===== src/rtl/rr_mux_n_if.sv =====
// rr_mux_n_if: input channel bundle and registered output handshake of rr_mux_n.
interface rr_mux_n_if #(
    parameter int WIDTH = 8,
    parameter int NCH   = 4
);
    localparam int SELW = (NCH > 1) ? $clog2(NCH) : 1;
    logic                 mode;
    logic [SELW-1:0]      sel;
    logic [NCH*WIDTH-1:0] in_data;
    logic [NCH-1:0]       in_valid;
    logic [NCH-1:0]       in_ready;
    logic [WIDTH-1:0]     out_data;
    logic [SELW-1:0]      out_ch;
    logic                 out_valid;
    logic                 out_ready;
    modport slave (
        input  mode, sel, in_data, in_valid, out_ready,
        output in_ready, out_data, out_ch, out_valid
    );
    modport master (
        output mode, sel, in_data, in_valid, out_ready,
        input  in_ready, out_data, out_ch, out_valid
    );
endinterface


===== src/rtl/rr_mux_n.sv =====
// rr_mux_n: NCH-to-1 mux with fixed or round-robin grant into a one-entry output register.
module rr_mux_n #(
    parameter int WIDTH = 8,
    parameter int NCH   = 4
) (
    input logic       clk,
    input logic       rst_n,
    rr_mux_n_if.slave b
);
    localparam int SELW = (NCH > 1) ? $clog2(NCH) : 1;
    logic [SELW-1:0]  ptr_q, ptr_d, ch_q, ch_d, rr_g, gnt;
    logic [WIDTH-1:0] data_q, data_d;
    logic             valid_q, valid_d, rr_v, fx_v, gnt_v, load_en, xfer;
    // Scan downwards so the channel nearest after ptr_q is the last (winning) assignment.
    always_comb begin
        rr_v = 1'b0;
        rr_g = '0;
        for (int i = NCH; i >= 1; i--) begin
            if (b.in_valid[(int'(ptr_q) + i) % NCH]) begin
                rr_v = 1'b1;
                rr_g = SELW'((int'(ptr_q) + i) % NCH);
            end
        end
    end
    assign fx_v    = (int'(b.sel) < NCH) && b.in_valid[b.sel];
    assign gnt_v   = b.mode ? rr_v : fx_v;
    assign gnt     = b.mode ? rr_g : b.sel;
    assign load_en = !valid_q || b.out_ready;
    assign xfer    = rst_n && load_en && gnt_v;
    assign b.in_ready = xfer ? (NCH'(1) << gnt) : '0;
    always_comb begin
        ptr_d   = xfer ? gnt : ptr_q;
        ch_d    = xfer ? gnt : ch_q;
        data_d  = xfer ? b.in_data[gnt*WIDTH +: WIDTH] : data_q;
        valid_d = xfer || (valid_q && !b.out_ready);
    end
    always_ff @(posedge clk or negedge rst_n) begin
        if (!rst_n) begin
            ptr_q   <= SELW'(NCH - 1);
            ch_q    <= '0;
            data_q  <= '0;
            valid_q <= 1'b0;
        end else begin
            ptr_q   <= ptr_d;
            ch_q    <= ch_d;
            data_q  <= data_d;
            valid_q <= valid_d;
        end
    end
    assign b.out_data  = data_q;
    assign b.out_ch    = ch_q;
    assign b.out_valid = valid_q;
endmodule


===== src/flat_wrapper.sv =====
// flat-port wrapper written by rule: the top's interface ports become plain ports
module rr_mux_n_flat 
#(
    parameter int WIDTH = 8,
    parameter int NCH   = 4
)
  (clk, rst_n, b_mode, b_sel, b_in_data, b_in_valid, b_out_ready, b_in_ready, b_out_data, b_out_ch, b_out_valid);
  rr_mux_n_if #(.WIDTH(WIDTH), .NCH(NCH)) b_i ();
  input logic clk;
  input logic rst_n;
  input wire logic [$bits(b_i.mode)-1:0] b_mode;
  input wire logic [$bits(b_i.sel)-1:0] b_sel;
  input wire logic [$bits(b_i.in_data)-1:0] b_in_data;
  input wire logic [$bits(b_i.in_valid)-1:0] b_in_valid;
  input wire logic [$bits(b_i.out_ready)-1:0] b_out_ready;
  output wire logic [$bits(b_i.in_ready)-1:0] b_in_ready;
  output wire logic [$bits(b_i.out_data)-1:0] b_out_data;
  output wire logic [$bits(b_i.out_ch)-1:0] b_out_ch;
  output wire logic [$bits(b_i.out_valid)-1:0] b_out_valid;
  assign b_i.mode = b_mode;
  assign b_i.sel = b_sel;
  assign b_i.in_data = b_in_data;
  assign b_i.in_valid = b_in_valid;
  assign b_i.out_ready = b_out_ready;
  assign b_in_ready = b_i.in_ready;
  assign b_out_data = b_i.out_data;
  assign b_out_ch = b_i.out_ch;
  assign b_out_valid = b_i.out_valid;
  rr_mux_n #(.WIDTH(WIDTH), .NCH(NCH)) u_core (.clk(clk), .rst_n(rst_n), .b(b_i));
endmodule

===== config.mk =====
export PLATFORM = sky130hd
export DESIGN_NAME = rr_mux_n_flat
export DESIGN_NICKNAME = d
export VERILOG_FILES = /design/src/rtl/rr_mux_n_if.sv /design/src/rtl/rr_mux_n.sv /design/src/flat_wrapper.sv
export SDC_FILE = /design/constraint.sdc
export NUM_CORES = 1
export LEC_CHECK = 0
export BUFFER_PORTS_ARGS = -buffer_cell sky130_fd_sc_hd__buf_2
export CAP_MARGIN = 10
export CORE_ASPECT_RATIO = 1.4
export CORE_MARGIN = 2
export CORE_UTILIZATION = 35
export DETAILED_ROUTE_END_ITERATION = 8
export HOLD_SLACK_MARGIN = 0.15
export PLACE_DENSITY = 0.63
export SYNTH_ARGS = -nofsm -noshare
export SYNTH_HDL_FRONTEND = slang
export SYNTH_SLANG_ARGS = --single-unit

===== constraint.sdc =====
create_clock -name clk -period 2 [get_ports clk]
set_input_delay 0.1 -clock clk [delete_from_list [all_inputs] [get_ports clk]]
set_output_delay 0.1 -clock clk [all_outputs]
set_load 0.05 [all_outputs]

## After elaboration in Yosys (flattened, before gate mapping)

Index checks and enable logic that the tools add are counted.

| storage, ports and cells | value |
|---|---|
| register bits | 13 |
| input port bits | 42 |
| output and inout port bits | 15 |

| operators by class | value |
|---|---|
| add/sub/neg operators | 4 |
| magnitude comparators | 5 |
| shift operators | 2 |
| mux-type cells | 25 |
| bitwise operators | 4 |
| reductions and logical operators | 11 |

Operators by type and width:

| kind | number |
|---|---|
| 32-bit by 6-bit indexed part select with 8-bit output | 1 |
| 3-bit by 4-bit < comparator with 1-bit output, second input constant | 4 |
| 1-bit two-way mux | 14 |
| 1-bit binary-select mux with 2-bit select | 5 |
| 2-bit two-way mux | 5 |
| 2-bit OR reduction | 4 |
| 2-bit by 1-bit adder with 2-bit output, second input constant | 2 |
| 2-bit adder, second input constant | 2 |
| 1-bit AND, first input constant | 4 |
| 4-bit two-way mux | 1 |
| 1-bit by 2-bit << shifter with 4-bit output, first input constant | 1 |
| 1-bit logical AND | 3 |
| 2-bit by 3-bit < comparator with 1-bit output, second input constant | 1 |
| 1-bit zero test | 2 |
| 1-bit logical OR | 2 |

## Logic depth before layout (Yosys ltp)

| depth | value |
|---|---|
| depth after elaboration | 13 |
| mapped depth | 7 |
| mapped depth without buffers | 6 |

## Worst setup path after synthesis

No wires, ideal clock.

| timing | value |
|---|---|
| kind | register -> output |
| start | register u_core.valid_q, in the netlist u_core.b.out_valid |
| end | output b_in_ready[2] |
| arrival | 2140 ps |
| data required time | 1900 ps |
| path slack | -240 ps |
| cell stages (with the launch flop) | 7 |
| buffers on the path | 1 |
| cell sequence | dfrtp_1 nand2b_1 o211ai_1 nor3_2 buf_2 o21ai_0 nor2_1 |

| between the ends | value |
|---|---|
| cells in the longest elaborated chain, start to end | 5 |

RTL lines:

| element | RTL line | text |
|---|---|---|
| from (decl) | rr_mux_n.sv:13 | `logic valid_q, valid_d, rr_v, fx_v, gnt_v, load_en, xfer;` |
| from (signal assigned) | rr_mux_n.sv:47 | `valid_q <= valid_d;` |
| 1-bit zero test | rr_mux_n.sv:28 | `assign load_en = !valid_q \|\| b.out_ready;` |
| 1-bit logical OR | rr_mux_n.sv:28 |  |
| 1-bit logical AND (2 in a row) | rr_mux_n.sv:29 | `assign xfer = rst_n && load_en && gnt_v;` |
| 4-bit two-way mux | rr_mux_n.sv:30 | `assign b.in_ready = xfer ? (NCH'(1) << gnt) : '0;` |
| to (decl) | flat_wrapper.sv:16 | `output wire logic [$bits(b_i.in_ready)-1:0] b_in_ready;` |

Every way passes these cells.

## Worst setup path in the final report

| timing | value |
|---|---|
| start | register u_core.ptr_q[1] |
| end | output b_in_ready[0] |

| between the ends | value |
|---|---|
| cells in the longest elaborated chain, start to end | 11 |

RTL lines:

| element | RTL line | text |
|---|---|---|
| from (decl) | rr_mux_n.sv:11 | `logic [SELW-1:0] ptr_q, ptr_d, ch_q, ch_d, rr_g, gnt;` |
| from (signal assigned) | rr_mux_n.sv:39 | `ptr_q <= SELW'(NCH - 1);` |
| from (signal assigned) | rr_mux_n.sv:44 | `ptr_q <= ptr_d;` |
| 2-bit by 1-bit adder with 2-bit output | rr_mux_n.sv:19, rr_mux_n.sv:21 |  |
| 1-bit binary-select mux with 2-bit select | rr_mux_n.sv:19 | `if (b.in_valid[(int'(ptr_q) + i) % NCH]) begin` |
| 1-bit two-way mux (implied by the code) (2 in a row) | rr_mux_n.sv:19 |  |
| 2-bit two-way mux or 1-bit two-way mux (tied branches) (4 in a row) | rr_mux_n.sv:19 |  |
| 2-bit two-way mux or 1-bit two-way mux (tied branches) | rr_mux_n.sv:27, rr_mux_n.sv:26 |  |
| 1-bit by 2-bit << shifter with 4-bit output or 1-bit logical AND (tied branches) | rr_mux_n.sv:30, rr_mux_n.sv:29 |  |
| 4-bit two-way mux (*) | rr_mux_n.sv:30 |  |

Mark *: on every way between the ends. The rest lies on a longest branch, timed or not. The select of a mux whose other input is x is not followed.

==> results.md <==
* Status: finished with violations
* Failing checks: setup timing
* Area share of fa/ha/maj cells after synthesis at 0%
* Hold path start: b_out_ready
* Worst EP required at 1.90 ns
* Clock skew at 0.00191 ns
* Max_slew headroom at 54.6%
* Share of post-route cells with drive strength above 1 at 53.8%
* Initial core utilization at approximately 37%
* Vias in the first global route at 1220
* Mux cell area share after synthesis at 8.71%
* Ports at 57
* Max Root-Sink Buffers at 2
* HPWL after detailed placement at between 2000 and 3000 um
* CP max stage delay at 0.60 ns
* Root Driver: clkbuf_8
* Skew-Pair Late Insertion Delay at 0.24 ns
* R2R depth at 6
* Final GP Congestion at 0.818
* DIE WIDTH at 50.3 um
* CP Data Arrival Time at between 1.5 and 2 ns
* Worst Hold End: u_core.b.out_valid
* Crit. End Element: output pin
* Largest family of logic cells by synthesized area: simple AND/OR/NAND/NOR gates
* Synthesized net count at 162
* RSZ-0062 raised after global routing: yes
* Initial antenna violation count at 0
* Kind of cell adding the most delay to the critical path: flip-flops
* Endpoints failing setup at 4
* CTS tree: built
* Drt pass-1 iters at 4
* Largest net degree at the start of global routing at 14
* DRC at 0
* Final Hold Vio Count at 0
* Syn Std Cell Area at 1050 um2
* Maximum clock rate at between 400 and 500 MHz
* Worst slew pin tran at 0.674 ns
* Max_cap viols at 0
* Die height at 68.8 um
* Fin nets at 240
* Simple logic cell fraction of the synthesized area at 26.8%
* Initial DRC Count at 50
* R2R Setup Slk at about 0.07 ns
* Hold Path Cell Cnt at 3
* Final Max Slew Viols at 0
* Area after DPL at approximately 1500 um2
* Number of I/O port buffers at 56
* Syn_area_per_cell at 8.74 um2
* Area fraction in compound gates after synthesis at 26.8%
* Post-synthesis register bit count at 13
* Row count at 23
* Maximum fanout along the worst path at 6
* CTS buffer count at 3
* GR Overflow Total at 0
* Overall Global Routing Usage at between 10% and 20%
* Post-DR wirelength/cell at 14.9 um
* Area contributors post-synth: dfrtp_1 26%, nand2_1 9.3%, mux2i_1 7.6%
* Register area share after synthesis at 31.3%
* Final Hold Slack at 0.154 ns
* Critical-path cell list: nand2b_4 -> nand3b_1 -> a211o_1 -> or2b_4 -> buf_6 -> nor2_4 -> buf_6
* Total power at 1.51 mW
* Worst R2R End: u_core.b.out_data[2]
* DR vias/cell at between 5 and 6
* Area growth from synthesis to layout at 58.9%
* Worst Setup Slack, final at -0.0355 ns
* DP Worst Slack at -0.171 ns
* Worst setup path category: register to output pin
* Final Cycle Share at 102%
* ANT cells at 0
* Clock-pin slew on the worst setup and hold paths at ~0.05 ns
* Hold WC Path Type: primary input to register
* Total power divided by cell area at 903 nW/um2
* Min Clock Period, post-route at 2.04 ns
* Core area at 2850 um2
* First-pass GRT wire length at 5260 um
* H-tree level count at 1
* Share of the synthesized area in the top cell type at 26.3%
* Crit path max-delay cell type: dfstp_2
* Buf/Inv on CP at 2
* Post-Synthesis Cells at between 100 and 150
* Peak supply drop at 0.576 mV
* CP dominant cell by count: buf_6
* Post-synth cell types at 35
* Xor/xnor share of the synthesized area at 0%
* Full die area at 3460 um2
* RR Startpoint: u_core.ptr_q[1]
* WL final at 3480 um
* Post-route ant nets at 0
* Cell taking the most area after synthesis: dfrtp_1
* Lkg Pwr at 0.780 nW
* Clock sink count at 13
* Synth warn at 0
* Critical Path Source Type: register
* Fin area at 1670 um2
* Routed vias at 1253
-- kinds of logic (layout without fill, tap and decap cells) --
logic type | after synthesis | in the layout
AO/OA/AOI/OAI | 31 | 31
AND/OR/NAND/NOR | 56 | 56
multiplexers | 9 | 9
flip-flops | 13 | 13
buffers and inverters | 11 | 88
-- cell type report --
type | instances | area (um2)
clock buffers | 4 | 45.0
flip-flops and latches | 13 | 328
well taps | 37 | 46.3
repair buffers | 79 | 495
multi-input cells | 96 | 731
inverters | 5 | 21.3
fillers | 266 | 1180
-- synthesized netlist by cell type --
| cell | instances |
|---|---|
| o221a_2 | 7 |
| clkbuf_1 | 1 |
| nor3b_2 | 1 |
| o221a_1 | 1 |
| nand2_1 | 26 |
| mux2i_1 | 8 |
| and3_1 | 2 |
| nand3_1 | 8 |
| a211o_1 | 2 |
| nand3b_1 | 1 |
| and3b_1 | 1 |
| a311oi_4 | 1 |
| a31oi_1 | 1 |
| or2_1 | 1 |
| nor3_2 | 1 |
| nor2b_1 | 3 |
| dfstp_2 | 2 |
| mux2_1 | 1 |
| or2b_2 | 1 |
| o41ai_1 | 1 |
| a2111oi_2 | 1 |
| nor4_1 | 1 |
| buf_2 | 2 |
| nor2_1 | 4 |
| a21oi_1 | 1 |
| buf_6 | 3 |
| nand2b_1 | 4 |
| inv_1 | 5 |
| o21ai_0 | 3 |
| o21a_1 | 2 |
| and2_1 | 1 |
| o31ai_1 | 1 |
| nand2_2 | 1 |
| o211ai_1 | 10 |
| dfrtp_1 | 11 |
-- state kept, by name (all words and copies together) (netlist names) --
| signal | cells |
|---|---|
| u_core.b.out_data | 8 |
| u_core.b.out_valid | 1 |
| u_core.ptr_q | 2 |
| u_core.b.out_ch | 2 |
-- power by group --
group          internal, mW  switching [mW]  total (mW)
registers             0.350          0.0600       0.410
clock network         0.141          0.0937       0.234
logic                 0.331           0.531       0.861
-- worst max-delay path by stage --
| stage | from | cells after the start | end | slack [ns] |
|---|---|---|---|---|
| 2_1_floorplan | u_core.b.out_valid | 6 | b_in_ready[2] | -0.06 |
| 3_3_place_gp | u_core.b.out_valid | 6 | b_in_ready[0] | -0.05 |
| 3_5_place_dp | u_core.b.out_valid | 6 | b_in_ready[1] | -0.17 |
| 4_1_cts | u_core.ptr_q[1] | 7 | b_in_ready[3] | -0.03 |
| 5_1_grt | u_core.ptr_q[1] | 7 | b_in_ready[3] | -0.09 |
| 6_report | u_core.ptr_q[1] | 7 | b_in_ready[0] | -0.04 |
-- metal layers --
layer  GRT usage (%)  up-vias  routed length [um]
met5               0        -                   0
met4            2.78        0                   0
met3            4.09        0                 232
met2            41.3       56                1940
met1            20.4      601                1310
li1                -      596                   -
-- timing repair --
| action | 4_1_cts | 5_1_grt |
|---|---|---|
| pin swaps | 3 | 7 |
| hold endpoints to repair | 13 | 0 |
| resized for setup | 15 | 9 |
| endpoints found under the setup margin | 12 | 5 |
| hold buffers | 1 | 0 |
| buffers inserted | 4 | 4 |
-- metrics by stage --
stage	setup TNS, ns	util [%]	instances
floorplan	-0.117	-	120
global placement	-0.162	51.0	221
detailed placement	-1.18	51.0	221
CTS	-0.104	56.0	230
global route	-0.368	58.5	234
finish	-0.120	58.5	234
-- layout by cell type (no fill, tap or decap), types with 2 or more instances in the layout --
cell type | Yosys | final
clkbuf_8 | 0 | 3
nand2b_1 | 4 | 3
dfstp_2 | 2 | 2
buf_2 | 2 | 52
buf_6 | 3 | 4
inv_1 | 5 | 4
nand2_1 | 26 | 25
o221a_2 | 7 | 7
mux2i_1 | 8 | 8
a211o_1 | 2 | 2
o211ai_1 | 10 | 10
dfrtp_1 | 11 | 11
nor2b_1 | 3 | 3
o21ai_0 | 3 | 3
nand2_2 | 1 | 2
buf_8 | 0 | 2
nor2_4 | 0 | 4
buf_4 | 0 | 20
nand3_1 | 8 | 8
o21a_1 | 2 | 2
-- worst min-delay path: stages --
cell      delay [ns]
buf_2           0.07
nand2b_1        0.11
o31ai_1         0.07
No activity file was read; power rests on OpenSTA's default activity.
